$ cat config.mk
export PLATFORM = sky130hd
export DESIGN_NAME = fp_sub_seq
export DESIGN_NICKNAME = d
export VERILOG_FILES = /design/src/rtl/fp_pkg.sv /design/src/rtl/fp_lzc.sv /design/src/rtl/fp_sub_seq.sv
export SDC_FILE = /design/constraint.sdc
export NUM_CORES = 1
export LEC_CHECK = 0
export ABC_AREA = 0
export BUFFER_PORTS_ARGS = -buffer_cell sky130_fd_sc_hd__buf_2
export CAP_MARGIN = 30
export CORE_ASPECT_RATIO = 0.8
export CORE_MARGIN = 3
export CORE_UTILIZATION = 56
export CTS_CLUSTER_DIAMETER = 80
export DETAILED_ROUTE_END_ITERATION = 6
export GPL_TIMING_DRIVEN = 0
export HOLD_SLACK_MARGIN = 0.02
export PLACE_DENSITY = 0.78
export SLEW_MARGIN = 10
export SYNTH_ARGS = -nofsm -noshare
export SYNTH_HDL_FRONTEND = slang
export SYNTH_SLANG_ARGS = --single-unit
$ cat constraint.sdc
create_clock -name clk -period 5.1 [get_ports clk]
set_input_delay 0.255 -clock clk [delete_from_list [all_inputs] [get_ports clk]]
set_output_delay 0.255 -clock clk [all_outputs]
set_load 0.02 [all_outputs]
$ cat src/rtl/fp_pkg.sv
// Shared types and constants for the sequential single-precision subtractor.
package fp_pkg;

  typedef struct packed {
    logic        sign;
    logic [7:0]  exp;
    logic [22:0] mant;
  } fp32_t;

  typedef enum logic [2:0] {
    IDLE,
    ALIGN,
    SUB,
    NORM,
    DONE
  } state_t;

  localparam int         EXP_BIAS = 127;
  localparam logic [7:0] EXP_MAX  = 8'hFF;

  // A biased exponent at or beyond all-ones cannot be represented as a finite value.
  function automatic logic is_ovf(input logic [8:0] e);
    return e >= {1'b0, EXP_MAX};
  endfunction

  // Packs sign/exponent/fraction, saturating to a signed infinity on overflow.
  function automatic fp32_t pack_fp(input logic sign, input logic [8:0] e, input logic [22:0] m);
    fp32_t r;
    r.sign = sign;
    r.exp  = e[7:0];
    r.mant = m;
    if (is_ovf(e)) begin
      r.exp  = EXP_MAX;
      r.mant = '0;
    end
    return r;
  endfunction

endpackage

$ cat src/rtl/fp_lzc.sv
// 24-bit leading-zero counter (combinational). Returns 24 for an all-zero input.
module fp_lzc (
  input  logic [23:0] value,
  output logic [4:0]  count
);

  // Scan upward so the highest set bit is the last one to write the count.
  always_comb begin
    count = 5'd24;
    for (int i = 0; i < 24; i++) begin
      if (value[i]) count = 5'(23 - i);
    end
  end

endmodule

$ cat src/rtl/fp_sub_seq.sv
// Sequential IEEE-754 single-precision subtractor: result = data1 - data2.
// Truncating (no rounding); operands with exponent 0 are treated as zero.
// Optional macro FP_SUB_SEQ_LZC_EN: normalise in one NORM cycle using a
// leading-zero count instead of one bit per cycle. Results are identical.
//
// state | meaning
// IDLE  | in_ready high, waiting for an operand pair
// ALIGN | invert data2 sign, shift smaller mantissa to the larger exponent
// SUB   | signed-magnitude add/subtract, handle carry-out / zero / normal
// NORM  | left-normalise the magnitude, underflow to signed zero
// DONE  | hold result and flags with out_valid until out_ready
module fp_sub_seq
  import fp_pkg::*;
#(
  parameter int ALIGN_LIMIT = 26
) (
  input  logic        clk,
  input  logic        rst,
  input  logic        in_valid,
  output logic        in_ready,
  input  logic [31:0] data1,
  input  logic [31:0] data2,
  output logic        out_valid,
  input  logic        out_ready,
  output logic [31:0] result,
  output logic        overflow,
  output logic        underflow
);

  localparam int unsigned ALIGN_LIM_U = ALIGN_LIMIT;

  state_t      state;
  fp32_t       op_a, op_b;
  logic [8:0]  exp_r;
  logic [23:0] m_big, m_small, mant_r;
  logic        s_big, s_small, sign_r;

  logic [23:0] a_mant, b_mant, small_raw, al_big, al_small;
  logic [7:0]  al_exp, al_diff;
  logic        al_big_sign, al_small_sign;
  logic [24:0] mag;
  logic        sub_sign;
  logic [8:0]  norm_exp;
  logic [23:0] norm_mant;
  logic        norm_uf, norm_done;

  // Blocked while reset is held so nothing is accepted before release.
  assign in_ready = (state == IDLE) && !rst;

  // Alignment: the operand with the larger exponent keeps its mantissa; the other
  // is shifted down by the difference, or dropped once it would be shifted away.
  always_comb begin
    a_mant        = (op_a.exp == 8'd0) ? 24'd0 : {1'b1, op_a.mant};
    b_mant        = (op_b.exp == 8'd0) ? 24'd0 : {1'b1, op_b.mant};
    al_exp        = op_a.exp;
    al_big        = a_mant;
    al_big_sign   = op_a.sign;
    small_raw     = b_mant;
    al_small_sign = ~op_b.sign;
    al_diff       = op_a.exp - op_b.exp;
    if (op_b.exp > op_a.exp) begin
      al_exp        = op_b.exp;
      al_big        = b_mant;
      al_big_sign   = ~op_b.sign;
      small_raw     = a_mant;
      al_small_sign = op_a.sign;
      al_diff       = op_b.exp - op_a.exp;
    end
    al_small = ({24'd0, al_diff} >= ALIGN_LIM_U) ? 24'd0 : (small_raw >> al_diff);
  end

  // Signed-magnitude combine; on unlike signs the larger magnitude sets the sign.
  always_comb begin
    sub_sign = s_big;
    if (s_big == s_small) begin
      mag = {1'b0, m_big} + {1'b0, m_small};
    end else if (m_big >= m_small) begin
      mag = {1'b0, m_big - m_small};
    end else begin
      mag      = {1'b0, m_small - m_big};
      sub_sign = s_small;
    end
  end

`ifdef FP_SUB_SEQ_LZC_EN
  logic [4:0] lz;

  fp_lzc u_lzc (
    .value (mant_r),
    .count (lz)
  );

  // Full normalisation in one step; underflow when the shift eats the whole exponent.
  always_comb begin
    norm_exp  = exp_r - {4'd0, lz};
    norm_mant = mant_r << lz;
    norm_uf   = ({4'd0, lz} >= exp_r);
  end
`else
  // One-bit normalisation step; underflow as soon as the exponent hits zero.
  always_comb begin
    norm_exp  = exp_r - 9'd1;
    norm_mant = mant_r << 1;
    norm_uf   = (norm_exp == 9'd0);
  end
`endif

  assign norm_done = norm_mant[23];

  // Control FSM plus datapath registers; all outputs registered here.
  always_ff @(posedge clk or posedge rst) begin
    if (rst) begin
      state     <= IDLE;
      op_a      <= '0;
      op_b      <= '0;
      exp_r     <= '0;
      m_big     <= '0;
      m_small   <= '0;
      s_big     <= 1'b0;
      s_small   <= 1'b0;
      mant_r    <= '0;
      sign_r    <= 1'b0;
      out_valid <= 1'b0;
      result    <= '0;
      overflow  <= 1'b0;
      underflow <= 1'b0;
    end else begin
      case (state)
        IDLE: begin
          if (in_valid) begin
            op_a  <= data1;
            op_b  <= data2;
            state <= ALIGN;
          end
        end
        ALIGN: begin
          exp_r   <= {1'b0, al_exp};
          m_big   <= al_big;
          m_small <= al_small;
          s_big   <= al_big_sign;
          s_small <= al_small_sign;
          state   <= SUB;
        end
        SUB: begin
          underflow <= 1'b0;
          if (mag[24]) begin
            result   <= pack_fp(sub_sign, exp_r + 9'd1, mag[23:1]);
            overflow <= is_ovf(exp_r + 9'd1);
            state    <= DONE;
          end else if (mag == 25'd0) begin
            result   <= '0;
            overflow <= 1'b0;
            state    <= DONE;
          end else if (mag[23]) begin
            result   <= pack_fp(sub_sign, exp_r, mag[22:0]);
            overflow <= is_ovf(exp_r);
            state    <= DONE;
          end else begin
            sign_r <= sub_sign;
            mant_r <= mag[23:0];
            state  <= NORM;
          end
        end
        NORM: begin
          if (norm_uf) begin
            result    <= {sign_r, 31'b0};
            overflow  <= 1'b0;
            underflow <= 1'b1;
            state     <= DONE;
          end else if (norm_done) begin
            result    <= pack_fp(sign_r, norm_exp, norm_mant[22:0]);
            overflow  <= is_ovf(norm_exp);
            underflow <= 1'b0;
            state     <= DONE;
          end else begin
            exp_r  <= norm_exp;
            mant_r <= norm_mant;
          end
        end
        DONE: begin
          if (!out_valid) begin
            out_valid <= 1'b1;
          end else if (out_ready) begin
            out_valid <= 1'b0;
            state     <= IDLE;
          end
        end
        default: state <= IDLE;
      endcase
    end
  end

endmodule

==> run metrics <==
status=complete, but fails checks; failing checks=DRC; Top FF cell, synth=dfrtp_1; latest clock arrival within the worst-skew pair=0.45 ns; initial antenna violation count=0; die area=0.02721 mm2; CTS tree=done; Die W=183.7 um; share of cells above drive strength 1=0.1712; post-layout minimum cycle time=4.903 ns; Cell Rows=51; Post-synth ARST share=1.000; multiplexer share of the synthesized area=0.07282; Nets=1922; Syn Area/Cell=8.805 um2; Via Count=13820; synthesized area=about 0.014 mm2; Worst Tran Pin Value=about 0.95 ns; unrepaired setup endpoints after global routing=yes; vias in the first global route=approximately 13000; Clock Skew=0.01125 ns; max_cap viols=0; Post-Synth Adder-Cell Area=0.08848; Synth Area in Simple Gates=0.1373; CP endpoint kind=flop; Area contributors post-synth=dfrtp_1, ha_1, a21oi_1; worst path required time=5.42 ns; largest net degree at the start of global routing=42; post-synth top area share=0.3274; DP HPWL=37030 um; Tcrit/Tclk final=0.9614; gr usage total=0.3456; Slew HR=0.3596; Clock Tree Buf Depth=2; first-pass GRT wire length=73870 um; Mapped Nets=~1800; remaining antenna violation count=0; clock root cell=clkbuf_16; Seq cells post-synth=185; max-slew violation count=0; post-route cell area=0.01616 mm2; Crit path top cell by count=inv_1; WL final=approximately 47000 um; Netlist cell types=93; detailed router's first-iteration violation count=1596; Wirelength per Cell=22.69 um; Mapped Cells=1606; Max Clk Rate=203.9 MHz; Port-buffer cells=103; # IOs=104; largest family of logic cells by synthesized area=compound AO/OA/AOI/OAI gates; clock sink count=185; Placed Area=0.01518 mm2; CP max stage delay=0.47 ns; cts bufs inserted=17; crit path DAT=around 5.2 ns; slowest CP cell=a2111oi_0; Via-to-Cell Ratio=between 6 and 7; Chip Height=between 100 and 150 um; fin cells=2088; count of final setup violators=0; placed cells=2034; Post-Synth XOR/XNOR Area=0.02354; synthesis warning total=0; Post-synth EDFFs=0; Min-Delay Path Class=in2reg; starting density of the core=0.5756; first drt pass iteration count=7; CP Class=reg2reg; Setup crit start kind=flop; GPL Wtd Cong=0.9995; area leader, netlist=dfrtp_1; Reg clk slew, reported paths=0.08 ns; compound-gate portion of the synthesized area=0.2860; grt total ovfl=0; Layout area overhead=14.27%; crit-path cells=inv_1 > ha_1 > inv_1 > fa_1 > a21o_1 > a311oi_1 > o31a_1 > a31o_2 > o21ai_0 > a2111oi_0 > o31ai_1 > xor2_1 > and4b_2 > nand4_4 > and2_1 > buf_2 > buf_6 > a222oi_1 > o21ai_1; core footprint=0.02457 mm2; CP max FO=10; Fin. Hold Viols=0; # DRC=23; Seq/Total Area, Yosys=0.3274; H-tree depth=4; antenna fix cells=0
-- cell families after synthesis --
family,count (synthesis)
adder cells (fa/ha/maj),97
multiplexers,96
AO/OA/AOI/OAI,585
XOR/XNOR,38
AND/OR/NAND/NOR,388
buffers and inverters,217
flip-flops,185
-- timing repair --
action	4_1_cts	5_1_grt
endpoints found under the setup margin	5	61
resized for setup	0	40
setup buffers	1	7
hold buffers	13	0
pin swaps	1	9
hold endpoints to repair	28	0
-- per-layer routing --
layer	track usage	vias to the layer above	wire, um
met2	0.5037	774	20150
met3	0.06993	87	4499
li1	-	6291	-
met1	0.5209	6663	21440
met4	0.09973	0	1292
met5	0	-	0
-- final timing paths --
kind | start | end | slack [ns] | depth (start not counted)
max | m_big[0] | result[2] | 0.20 | 19
min | data2[25] | op_b[25] | 0.03 | 3
max reg2reg | m_big[0] | result[2] | 0.20 | 19
min reg2reg | result[15] | result[15] | 0.47 | 2
max in group asynchronous | rst | op_a[0] | 3.92 | 5
min in group asynchronous | rst | result[28] | 0.39 | 3
-- registers in the layout, indices dropped and copies added (netlist names), 3 cells and up --
signal   flops
exp_r        9
m_big       24
m_small     24
mant_r      23
op_a        32
op_b        32
result      32
state        3
-- through the flow --
stage                TNS, ns    util  worst slack [ns]  hold slack, ns
global placement           0  0.6129            0.1157          0.4557
CTS                        0  0.6484          0.002362         0.02488
finish                     0  0.6578            0.1967         0.02535
floorplan                  0       -             1.043          0.3718
global route        -0.03220  0.6578          -0.03220         0.02095
detailed placement         0  0.6179           0.01759          0.3344
-- critical path, delay by kind of cell (launching register included) --
kind / cells / cell delay (ns)
AOI/OAI and AO/OA: 9 / 2.31
DFF: 1 / 0.41
and+or+nand+nor: 3 / 0.73
xor gates and xnor gates: 1 / 0.23
buffers and inverters: 4 / 0.47
adders and majority gates: 2 / 0.62
-- cells in the mapped netlist (all sizes together), types with 5 or more instances --
cell / instances
o21bai: 15
nor3b: 5
a222oi: 22
ha: 92
a22o: 22
clkbuf: 69
o221ai: 15
dfrtp: 185
or3: 10
a21oi: 137
o31ai: 13
nor4: 20
nor2b: 11
a22oi: 22
o31a: 8
mux2: 55
buf: 38
nand2: 123
xor2: 8
a221o: 8
mux2i: 41
o211ai: 11
nand4: 17
fa: 5
nor4b: 5
o22ai: 30
o21ai: 117
nor3: 36
o21a: 7
a211o: 7
a211oi: 16
a221oi: 29
inv: 109
or2: 6
o22a: 5
a21o: 24
and2: 14
nand2b: 14
nand3: 17
a31oi: 18
nor2: 97
xnor2: 30
a2bb2oi: 20
a2111oi: 8
-- cell type report --
| class | count | area [um2] |
|---|---|---|
| Buffer | 107 | 518.0 |
| Fill cell | 2088 | 8408 |
| Sequential cell | 185 | 4629 |
| Timing Repair Buffer | 132 | 825.8 |
| Inverter | 110 | 416.7 |
| Clock inverter | 14 | 172.7 |
| Tap cell | 318 | 397.9 |
| Clock buffer | 18 | 439.2 |
| Multi-Input combinational cell | 1204 | 8760 |
-- layout by cell type (no fill, tap or decap), types with 18 or more instances in the layout --
cell,netlist,layout
ha_1,92,92
nand2_1,120,120
a22oi_1,22,22
buf_2,24,123
mux2i_1,41,41
a21oi_1,134,133
nor3_1,35,34
inv_1,107,106
a221oi_1,29,29
o21ai_0,101,100
a22o_1,22,22
o22ai_1,30,30
buf_4,8,18
a222oi_1,22,22
clkbuf_1,69,67
nor2_1,95,94
mux2_2,55,55
a21o_1,24,24
dfrtp_1,185,185
xnor2_1,30,27
a2bb2oi_1,20,19
Power is left out: the tool's default activity adds up to more than one toggle a clock period on the data nets, which glitch-free logic cannot reach.
